`src/rtl/anode_scan_ctrl_pkg.sv`:
```
// Shared types and the circular next-enabled-digit search used by the anode scanner.
package scan_pkg;

    typedef enum logic [1:0] {
        IDLE  = 2'd0,
        BLANK = 2'd1,
        DRIVE = 2'd2
    } scan_state_t;

    localparam int MAX_DIGITS = 32;

    // Circular search from start+1; walking k downwards lets the nearest hit win.
    // Returns start when no other digit is enabled (or when the mask is empty).
    function automatic int next_enabled(input logic [MAX_DIGITS-1:0] mask,
                                        input int start,
                                        input int num);
        int idx;
        int result;
        result = start;
        for (int k = num; k >= 1; k--) begin
            idx = (start + k) % num;
            if (mask[idx[4:0]]) begin
                result = idx;
            end else begin
                result = result;
            end
        end
        return result;
    endfunction

endpackage

```
`src/rtl/anode_scan_ctrl_next_digit_finder.sv`:
```
// Combinational finder: next enabled digit strictly after cur (wrapping) and whether any digit is enabled.
module next_digit_finder
    import scan_pkg::*;
#(
    parameter int NUM_DIGITS = 8,
    parameter int SEL_W      = $clog2(NUM_DIGITS)
) (
    input  logic [NUM_DIGITS-1:0] mask,
    input  logic [SEL_W-1:0]      cur,
    output logic [SEL_W-1:0]      nxt,
    output logic                  any_enabled
);

    // Priority search is delegated to the package helper so the bench model can share its contract.
    always_comb begin
        nxt         = SEL_W'(next_enabled(MAX_DIGITS'(mask), int'(cur), NUM_DIGITS));
        any_enabled = |mask;
    end

endmodule

```
`src/rtl/anode_scan_ctrl.sv`:
```
// Time-multiplexed anode scanner for common-anode displays: guard blanking, per-digit mask, active-low anodes.
module anode_scan_ctrl
    import scan_pkg::*;
#(
    parameter int NUM_DIGITS   = 8,
    parameter int SEL_W        = $clog2(NUM_DIGITS),
    parameter int PRESCALE     = 100000,
    parameter int BLANK_CYCLES = 2
) (
    input  logic                  clk,
    input  logic                  rst,
    input  logic                  en,
    input  logic [NUM_DIGITS-1:0] digit_mask,
    output logic [NUM_DIGITS-1:0] anode_n,
    output logic [SEL_W-1:0]      sel,
    output logic                  scan_tick
);

    localparam int PCW = ($clog2(PRESCALE + 1) < 1) ? 1 : $clog2(PRESCALE + 1);
    localparam int BCW = ($clog2(BLANK_CYCLES + 1) < 1) ? 1 : $clog2(BLANK_CYCLES + 1);
    localparam logic [PCW-1:0] PRE_LAST   = PCW'(PRESCALE - 1);
    localparam logic [BCW-1:0] BLANK_LAST = (BLANK_CYCLES > 0) ? BCW'(BLANK_CYCLES - 1) : {BCW{1'b0}};
    // With no guard interval every slot starts directly in DRIVE.
    localparam scan_state_t SLOT_START = (BLANK_CYCLES > 0) ? BLANK : DRIVE;

    scan_state_t     state_r;
    logic [SEL_W-1:0] sel_r;
    logic             tick_r;
    logic [PCW-1:0]   pre_cnt_r;
    logic [BCW-1:0]   blank_cnt_r;

    logic [SEL_W-1:0] next_sel_s;
    logic [SEL_W-1:0] first_sel_s;
    logic             any_s;

    next_digit_finder #(
        .NUM_DIGITS (NUM_DIGITS),
        .SEL_W      (SEL_W)
    ) u_next (
        .mask        (digit_mask),
        .cur         (sel_r),
        .nxt         (next_sel_s),
        .any_enabled (any_s)
    );

    // Lowest enabled index: a circular search that starts just after the top digit.
    always_comb begin
        first_sel_s = SEL_W'(next_enabled(MAX_DIGITS'(digit_mask), NUM_DIGITS - 1, NUM_DIGITS));
    end

    // Scan FSM with prescale/blank counters and registered sel/tick.
    always_ff @(posedge clk) begin
        if (rst) begin
            state_r     <= IDLE;
            sel_r       <= {SEL_W{1'b0}};
            tick_r      <= 1'b0;
            pre_cnt_r   <= {PCW{1'b0}};
            blank_cnt_r <= {BCW{1'b0}};
        end else begin
            case (state_r)
                IDLE: begin
                    if (en && any_s) begin
                        sel_r       <= first_sel_s;
                        tick_r      <= 1'b1;
                        state_r     <= SLOT_START;
                        pre_cnt_r   <= {PCW{1'b0}};
                        blank_cnt_r <= {BCW{1'b0}};
                    end else begin
                        tick_r <= 1'b0;
                    end
                end
                BLANK: begin
                    tick_r <= 1'b0;
                    if (!en || !any_s) begin
                        state_r     <= IDLE;
                        pre_cnt_r   <= {PCW{1'b0}};
                        blank_cnt_r <= {BCW{1'b0}};
                    end else if (blank_cnt_r == BLANK_LAST) begin
                        state_r     <= DRIVE;
                        pre_cnt_r   <= {PCW{1'b0}};
                        blank_cnt_r <= {BCW{1'b0}};
                    end else begin
                        blank_cnt_r <= blank_cnt_r + BCW'(1'b1);
                    end
                end
                DRIVE: begin
                    // Losing enable or the whole mask beats a coincident terminal count.
                    if (!en || !any_s) begin
                        state_r     <= IDLE;
                        tick_r      <= 1'b0;
                        pre_cnt_r   <= {PCW{1'b0}};
                        blank_cnt_r <= {BCW{1'b0}};
                    end else if (pre_cnt_r == PRE_LAST) begin
                        sel_r       <= next_sel_s;
                        tick_r      <= 1'b1;
                        state_r     <= SLOT_START;
                        pre_cnt_r   <= {PCW{1'b0}};
                        blank_cnt_r <= {BCW{1'b0}};
                    end else begin
                        tick_r    <= 1'b0;
                        pre_cnt_r <= pre_cnt_r + PCW'(1'b1);
                    end
                end
                default: begin
                    state_r     <= IDLE;
                    tick_r      <= 1'b0;
                    pre_cnt_r   <= {PCW{1'b0}};
                    blank_cnt_r <= {BCW{1'b0}};
                end
            endcase
        end
    end

    // Anode gating stays combinational on the mask so a cleared digit goes dark immediately.
    always_comb begin
        if (state_r == DRIVE) begin
            anode_n = ~(({{(NUM_DIGITS-1){1'b0}}, 1'b1} << sel_r) & digit_mask);
        end else begin
            anode_n = {NUM_DIGITS{1'b1}};
        end
    end

    assign sel       = sel_r;
    assign scan_tick = tick_r;

endmodule

```
`config.mk`:
```
export PLATFORM = sky130hd
export DESIGN_NAME = anode_scan_ctrl
export DESIGN_NICKNAME = d
export VERILOG_FILES = /design/src/rtl/anode_scan_ctrl_pkg.sv /design/src/rtl/anode_scan_ctrl_next_digit_finder.sv /design/src/rtl/anode_scan_ctrl.sv
export SDC_FILE = /design/constraint.sdc
export NUM_CORES = 1
export LEC_CHECK = 0
export ABC_CLOCK_PERIOD_IN_PS = 3850
export CORE_UTILIZATION = 30
export DETAILED_ROUTE_END_ITERATION = 10
export GPL_TIMING_DRIVEN = 0
export PLACE_DENSITY = 0.47
export SLEW_MARGIN = 20
export SYNTH_ARGS = -nofsm -noshare
export SYNTH_HDL_FRONTEND = slang
export SYNTH_SLANG_ARGS = --single-unit
```
`constraint.sdc`:
```
create_clock -name clk -period 3.85 [get_ports clk]
set_input_delay 1.155 -clock clk [delete_from_list [all_inputs] [get_ports clk]]
set_output_delay 1.155 -clock clk [all_outputs]
set_load 0.05 [all_outputs]
```
# After elaboration in Yosys (flattened, before gate mapping)
# Cells that the tools add are included.
# word_totals
register_bits	25
in_bits	11
out_inout_bits	12
# classes
n_addsub	10
order_cmp	8
eq_ne	10
shifts	1
mux	58
bitwise	10
n_reduce_logical	19
# op_table
op	count
two-way mux 17 bit	5
two-way mux 3 bit	17
one-hot mux 17 bit (3 select lines)	1
< comparator 5 x 6 -> 1 bit (second input constant)	8
binary-select mux 1 bit (select 4 bit)	8
OR reduction 3 bit	8
two-way mux 2 bit	10
adder 17 x 1 -> 17 bit (second input constant)	1
equality test 17 bit (second input constant)	1
adder 3 bit (second input constant)	4
two-way mux 1 bit	12
one-hot mux 2 bit (3 select lines)	2
!= test 9 x 1 -> 1 bit (second input constant)	1
AND 1 bit (first input constant)	8
AND 8 bit	1
two-way mux 8 bit	1
NOT 8 bit	1
OR reduction 8 bit	1
left shift 1 x 3 -> 8 bit (first input constant)	1
adder 3 x 1 -> 3 bit (second input constant)	2
adder 3 x 2 -> 3 bit (second input constant)	2
!= test 2 bit (second input constant)	3
!= test 3 bit (second input constant)	2
one-hot mux 3 bit (2 select lines)	1
other kinds (12)	15

# Depth between registers and ports, before layout
# logic_depth
ltp_word	16
mapped_depth	11
ltp_nobuf	9

# Cells and area by module
# A second synthesis with hierarchy kept.
# unflattened
cells_unflattened	283
area_unflattened_um2	2331.0
# modules_own_cells
module	n_inst	cells_each	area_each_um2	seq_area_each_um2
anode_scan_ctrl	1	182	1426.4	500.5
next_digit_finder	1	101	904.6	0.0

# Worst setup path after synthesis
# Ideal clock, no wire load.
# synth_path
path_kind	register to register
startpoint	register sel_r[0] (netlist: sel[0])
endpoint	register sel_r[1] (netlist: sel[1])
setup_time_ps	96
arrival_ps	3185
t_required_ps	3754
slack_ps	569
stages_incl_launch_ff	12
n_path_buf	2
cell_sequence	dfxtp_1 > buf_6 > inv_1 > ha_1 > buf_6 > mux4_1 > mux2_2 > nor3b_2 > a21o_1 > a21o_2 > mux2_1 > o41ai_2
# synth_via
elab_chain_len	15
elab_cells_between_ends	53
# synth_rtl
item	line_no	source
start, declared	anode_scan_ctrl.sv:27	logic [SEL_W-1:0] sel_r;
start signal, assigned	anode_scan_ctrl.sv:55	sel_r <= {SEL_W{1'b0}};
start signal, assigned	anode_scan_ctrl.sv:63	sel_r <= first_sel_s;
start signal, assigned	anode_scan_ctrl.sv:94	sel_r <= next_sel_s;
adder 3 bit	anode_scan_ctrl_pkg.sv:21	idx = (start + k) % num;
OR reduction 3 bit (no line)	-	
AND 1 bit (no line)	-	
binary-select mux 1 bit (select 4 bit)	anode_scan_ctrl_pkg.sv:22	if (mask[idx[4:0]]) begin
two-way mux 1 bit (implied by the code)	anode_scan_ctrl_pkg.sv:22	
two-way mux 3 bit (7 in series)	anode_scan_ctrl_pkg.sv:22	
two-way mux 3 bit	anode_scan_ctrl.sv:93	end else if (pre_cnt_r == PRE_LAST) begin
two-way mux 3 bit	anode_scan_ctrl.sv:88	if (!en || !any_s) begin
one-hot mux 3 bit (2 select lines)	anode_scan_ctrl.sv:60	case (state_r)
# Several ways; a longest one is shown, not always the timed one. The select of a mux whose other input is x is not followed.
# A chain may end at the register's enable or synchronous reset.

# Worst setup path after layout
# layout_path
startpoint	input port digit_mask[7]
endpoint	output port anode_n[7]
# layout_via
elab_chain_len	3
# layout_rtl
item	line_no	source
start, declared	anode_scan_ctrl.sv:13	input logic [NUM_DIGITS-1:0] digit_mask,
AND 8 bit	anode_scan_ctrl.sv:117	anode_n = ~(({{(NUM_DIGITS-1){1'b0}}, 1'b1} << sel_r) & digit_mask);
NOT 8 bit	anode_scan_ctrl.sv:117	
two-way mux 8 bit	anode_scan_ctrl.sv:116	if (state_r == DRIVE) begin
end, declared	anode_scan_ctrl.sv:14	output logic [NUM_DIGITS-1:0] anode_n,
# No other way between the ends.

==> impl_metrics.tcl <==
set metrics [dict create \
    switching_power_mw 0.233 \
    wl_microns 5390 \
    clock_latency_ps 270 \
    cpMostUsedCell "clkdlybuf4s50_1" \
    synth_compound_area_share_pct 15.7 \
    fin_hold_ws_ps 469 \
    path_cells "clkdlybuf4s50_1, nand3_1, clkdlybuf4s50_1" \
    critPathMaxFanout 7 \
    synth.most_common_cell "nand2_1" \
    routedWlPerCell_microns 14.9 \
    synthesis.area_sq_um 2180 \
    placed_area_sq_um 2470 \
    critPathTopFamily "buffers and inverters" \
    min_path_type "reg2reg" \
    syn_to_final_growth_pct 15.4 \
    cts.sinks 25 \
    grt_max_degree 16 \
    use_met3_pct 2.94 \
    yosys-top-cells-count "nand2_1, dfxtp_1, nor2_1" \
    final_nets 285 \
    clockRootBuffer "clkbuf_8" \
    grt.met1_usage_pct 21.7 \
    busiest_layer "met2" \
    ioPinCount 23 \
    drive_above_1_share_pct 20.0 \
    finalSetupViolCount 0 \
    synth-adder-area-share_pct 4.58 \
    p_clk_share_pct 23.9 \
    syn_area_per_cell_sq_um 8.95 \
    die_h_microns 87.3 \
    cts_tree "built" \
    final.setup_skew_ps 8.30 \
    track_usage_pct 15.0 \
    synthTopCellsByArea "dfxtp_1, mux4_2, ha_1" \
    final_max_slew_viol_count 0 \
    numCtsBuffers 3 \
    worstHoldPathCells 1 \
    synth_top_area_share_pct 22.9 \
    antennaDiodeCount 0 \
    worstRegToRegCells 11 \
    worstPathArrival_ps 2690 \
    clk_pin_slew_worst_paths_ps 90 \
    syn-num-nets 263 \
    finalSetupTns_ps 0 \
    synthSimpleGateAreaFrac_pct 24.6 \
    drt_pass1_iterations 4 \
    std_cell_rows 30 \
    synth_xor_area_share_pct 7.22 \
    run_status "finished clean" \
    crit_start "digit_mask[7]" \
    finalHoldViolations 0 \
    worst_slew_pin_slew_ps 510 \
    use_met2_pct 23.4 \
    grt_antenna_before_repair 0 \
    portBuffers 17 \
    hp-start "blank_cnt_r[1]" \
    yosysTopAreaCell "dfxtp_1" \
    max_freq_mhz 260 \
    switching_share_pct 34.5 \
    synth_enable_flop_cells 0 \
    clock_path_buffers 2 \
    p_int_mw 0.443 \
    crit_slowest_cell "clkdlybuf4s50_1" \
    worstSetupPathType "in2out" \
    p_seq_share_pct 40.6 \
    synth_cells 244 \
    rsz0062_at_grt "no" \
    power_density_nw_per_um2 268 \
    core-area_sq_um 6910 \
    synth_seq_area_share_pct 22.9 \
    slew_headroom_pct 65.9 \
    slowest_delay_ps 810 \
    synth_top_family_by_area "simple AND/OR/NAND/NOR gates" \
    dieArea_sq_um 7620 \
    grt_pass1_wl_microns 8980 \
    ys_seq_elements 25 \
    critPathBufInv 2 \
    async_flop_share_pct 0 \
    drcViolationCount 0 \
    viasPerCell 5.02 \
    crit_required_ps 2690 \
    die_x_microns 87.3 \
    overflow 0 \
    end_kind "primary output" \
    dpl.hpwl_microns 3980 \
    final_antenna_net_count 0 \
    grt_pass1_vias 1742 \
    timing.final.crit_share_pct 99.8 \
    initial_core_util_pct 31.6 \
    ys_types 56 \
    power_frac_comb_pct 35.5 \
    final_area_sq_um 2520 \
    muxShareOfSynthArea_pct 17.2 \
    hold_path_end "blank_cnt_r[1]" \
    postCtsSetupRepairBufs 0 \
    synth-main-ff-cell "dfxtp_1" \
    r2r_start "sel[0]" \
    cap_violations 0 \
    gp_congestion 0.847 \
    ctsHtreeMaxLevel 1 \
    ctsHoldBuffers 0 \
    fin_crit_ps 3840 \
    r2r_end "sel[1]" \
    cts_resized 3 \
    p_leak_nw 0.896 \
    synth-warning-count 0 \
    r2r_slack_ps 550 \
    startpoint_type "input port" \
    ir_drop_v 0.000133 \
    drt-initial-drc-count 103 \
    vias 1813 \
]
-- registers in the layout, indices dropped and copies added, names as in the netlist --
signal and cells:
blank_cnt_r 2, scan_tick 1, sel 3, pre_cnt_r 17
state_r 2
-- metrics by stage --
stage               worst slack (ps)  util, %  power [mW]  cells
detailed placement             -42.7     35.8       0.518    357
global placement               -56.8     35.8       0.523    357
CTS                             32.7     36.5       0.686    361
global route                    8.03     36.5       0.715    361
finish                          6.58     36.5       0.676    361
floorplan                        569        -       0.463    244
-- kinds of logic after synthesis --
group | Yosys count
AO/OA/AOI/OAI | 43
multiplexers | 23
AND/OR/NAND/NOR | 101
XOR/XNOR | 18
adder cells (fa/ha/maj) | 8
flip-flops | 25
buffers and inverters | 26
-- worst reg2reg max path, cell delays in order, from the launching register on --
cell     delay (ps)
dfxtp_1         590
buf_6           220
inv_1           140
ha_1            330
buf_6           140
mux4_1          540
mux2_2          330
nor3b_2         250
a21o_1          150
a21o_2          140
mux2_1          330
o41ai_2          50
-- metal layers --
metal,wire (microns),vias up
met5,0,-
met4,8,0
met3,275,2
met2,2460,40
met1,2650,853
li1,-,918
-- final cells by class --
cell class / instances / area [sq um]
buffer: 13 / 120
clock buffer: 3 / 41.3
clock inverter: 1 / 7.51
fill: 743 / 4390
inverter: 13 / 48.8
multi-input combinational: 193 / 1510
sequential: 25 / 500
tap: 96 / 120
timing repair buffer: 17 / 166
-- how the worst max path moves through the flow --
| stage | to | slack (ps) | cells after the start |
|---|---|---|---|
| 2_1_floorplan | sel[1] | 570 | 11 |
| 3_3_place_gp | anode_n[4] | -60 | 3 |
| 3_5_place_dp | anode_n[5] | -40 | 3 |
| 4_1_cts | anode_n[7] | 30 | 3 |
| 5_1_grt | anode_n[7] | 8 | 3 |
| 6_report | anode_n[7] | 7 | 3 |
-- cells in the final DEF, fill, tap and decap left out, drive strengths merged, types with 3 or more instances in the layout --
cell,synthesis,final
nor2,30,30
nand2,26,26
dfxtp,25,25
a21oi,14,14
clkdlybuf4s50,0,14
nand3,13,13
inv,13,13
buf,12,12
mux4,10,10
xor2,9,9
xnor2,9,9
ha,8,8
mux2,7,7
nand4,6,6
mux2i,6,6
o21ai,6,6
a31oi,5,5
nand2b,4,4
a21o,4,4
nor3,4,4
clkbuf,1,4
and4,3,3
dlygate4sd2,0,3
-- power by group through the flow --
stage               combinational (mW)  clock [mW]  sequential (mW)
CTS                              0.239       0.172            0.274
finish                           0.240       0.162            0.274
floorplan                        0.174           0            0.289
global route                     0.261       0.180            0.275
detailed placement               0.238           0            0.280
global placement                 0.243           0            0.280
No activity file was read; power rests on OpenSTA's default activity.
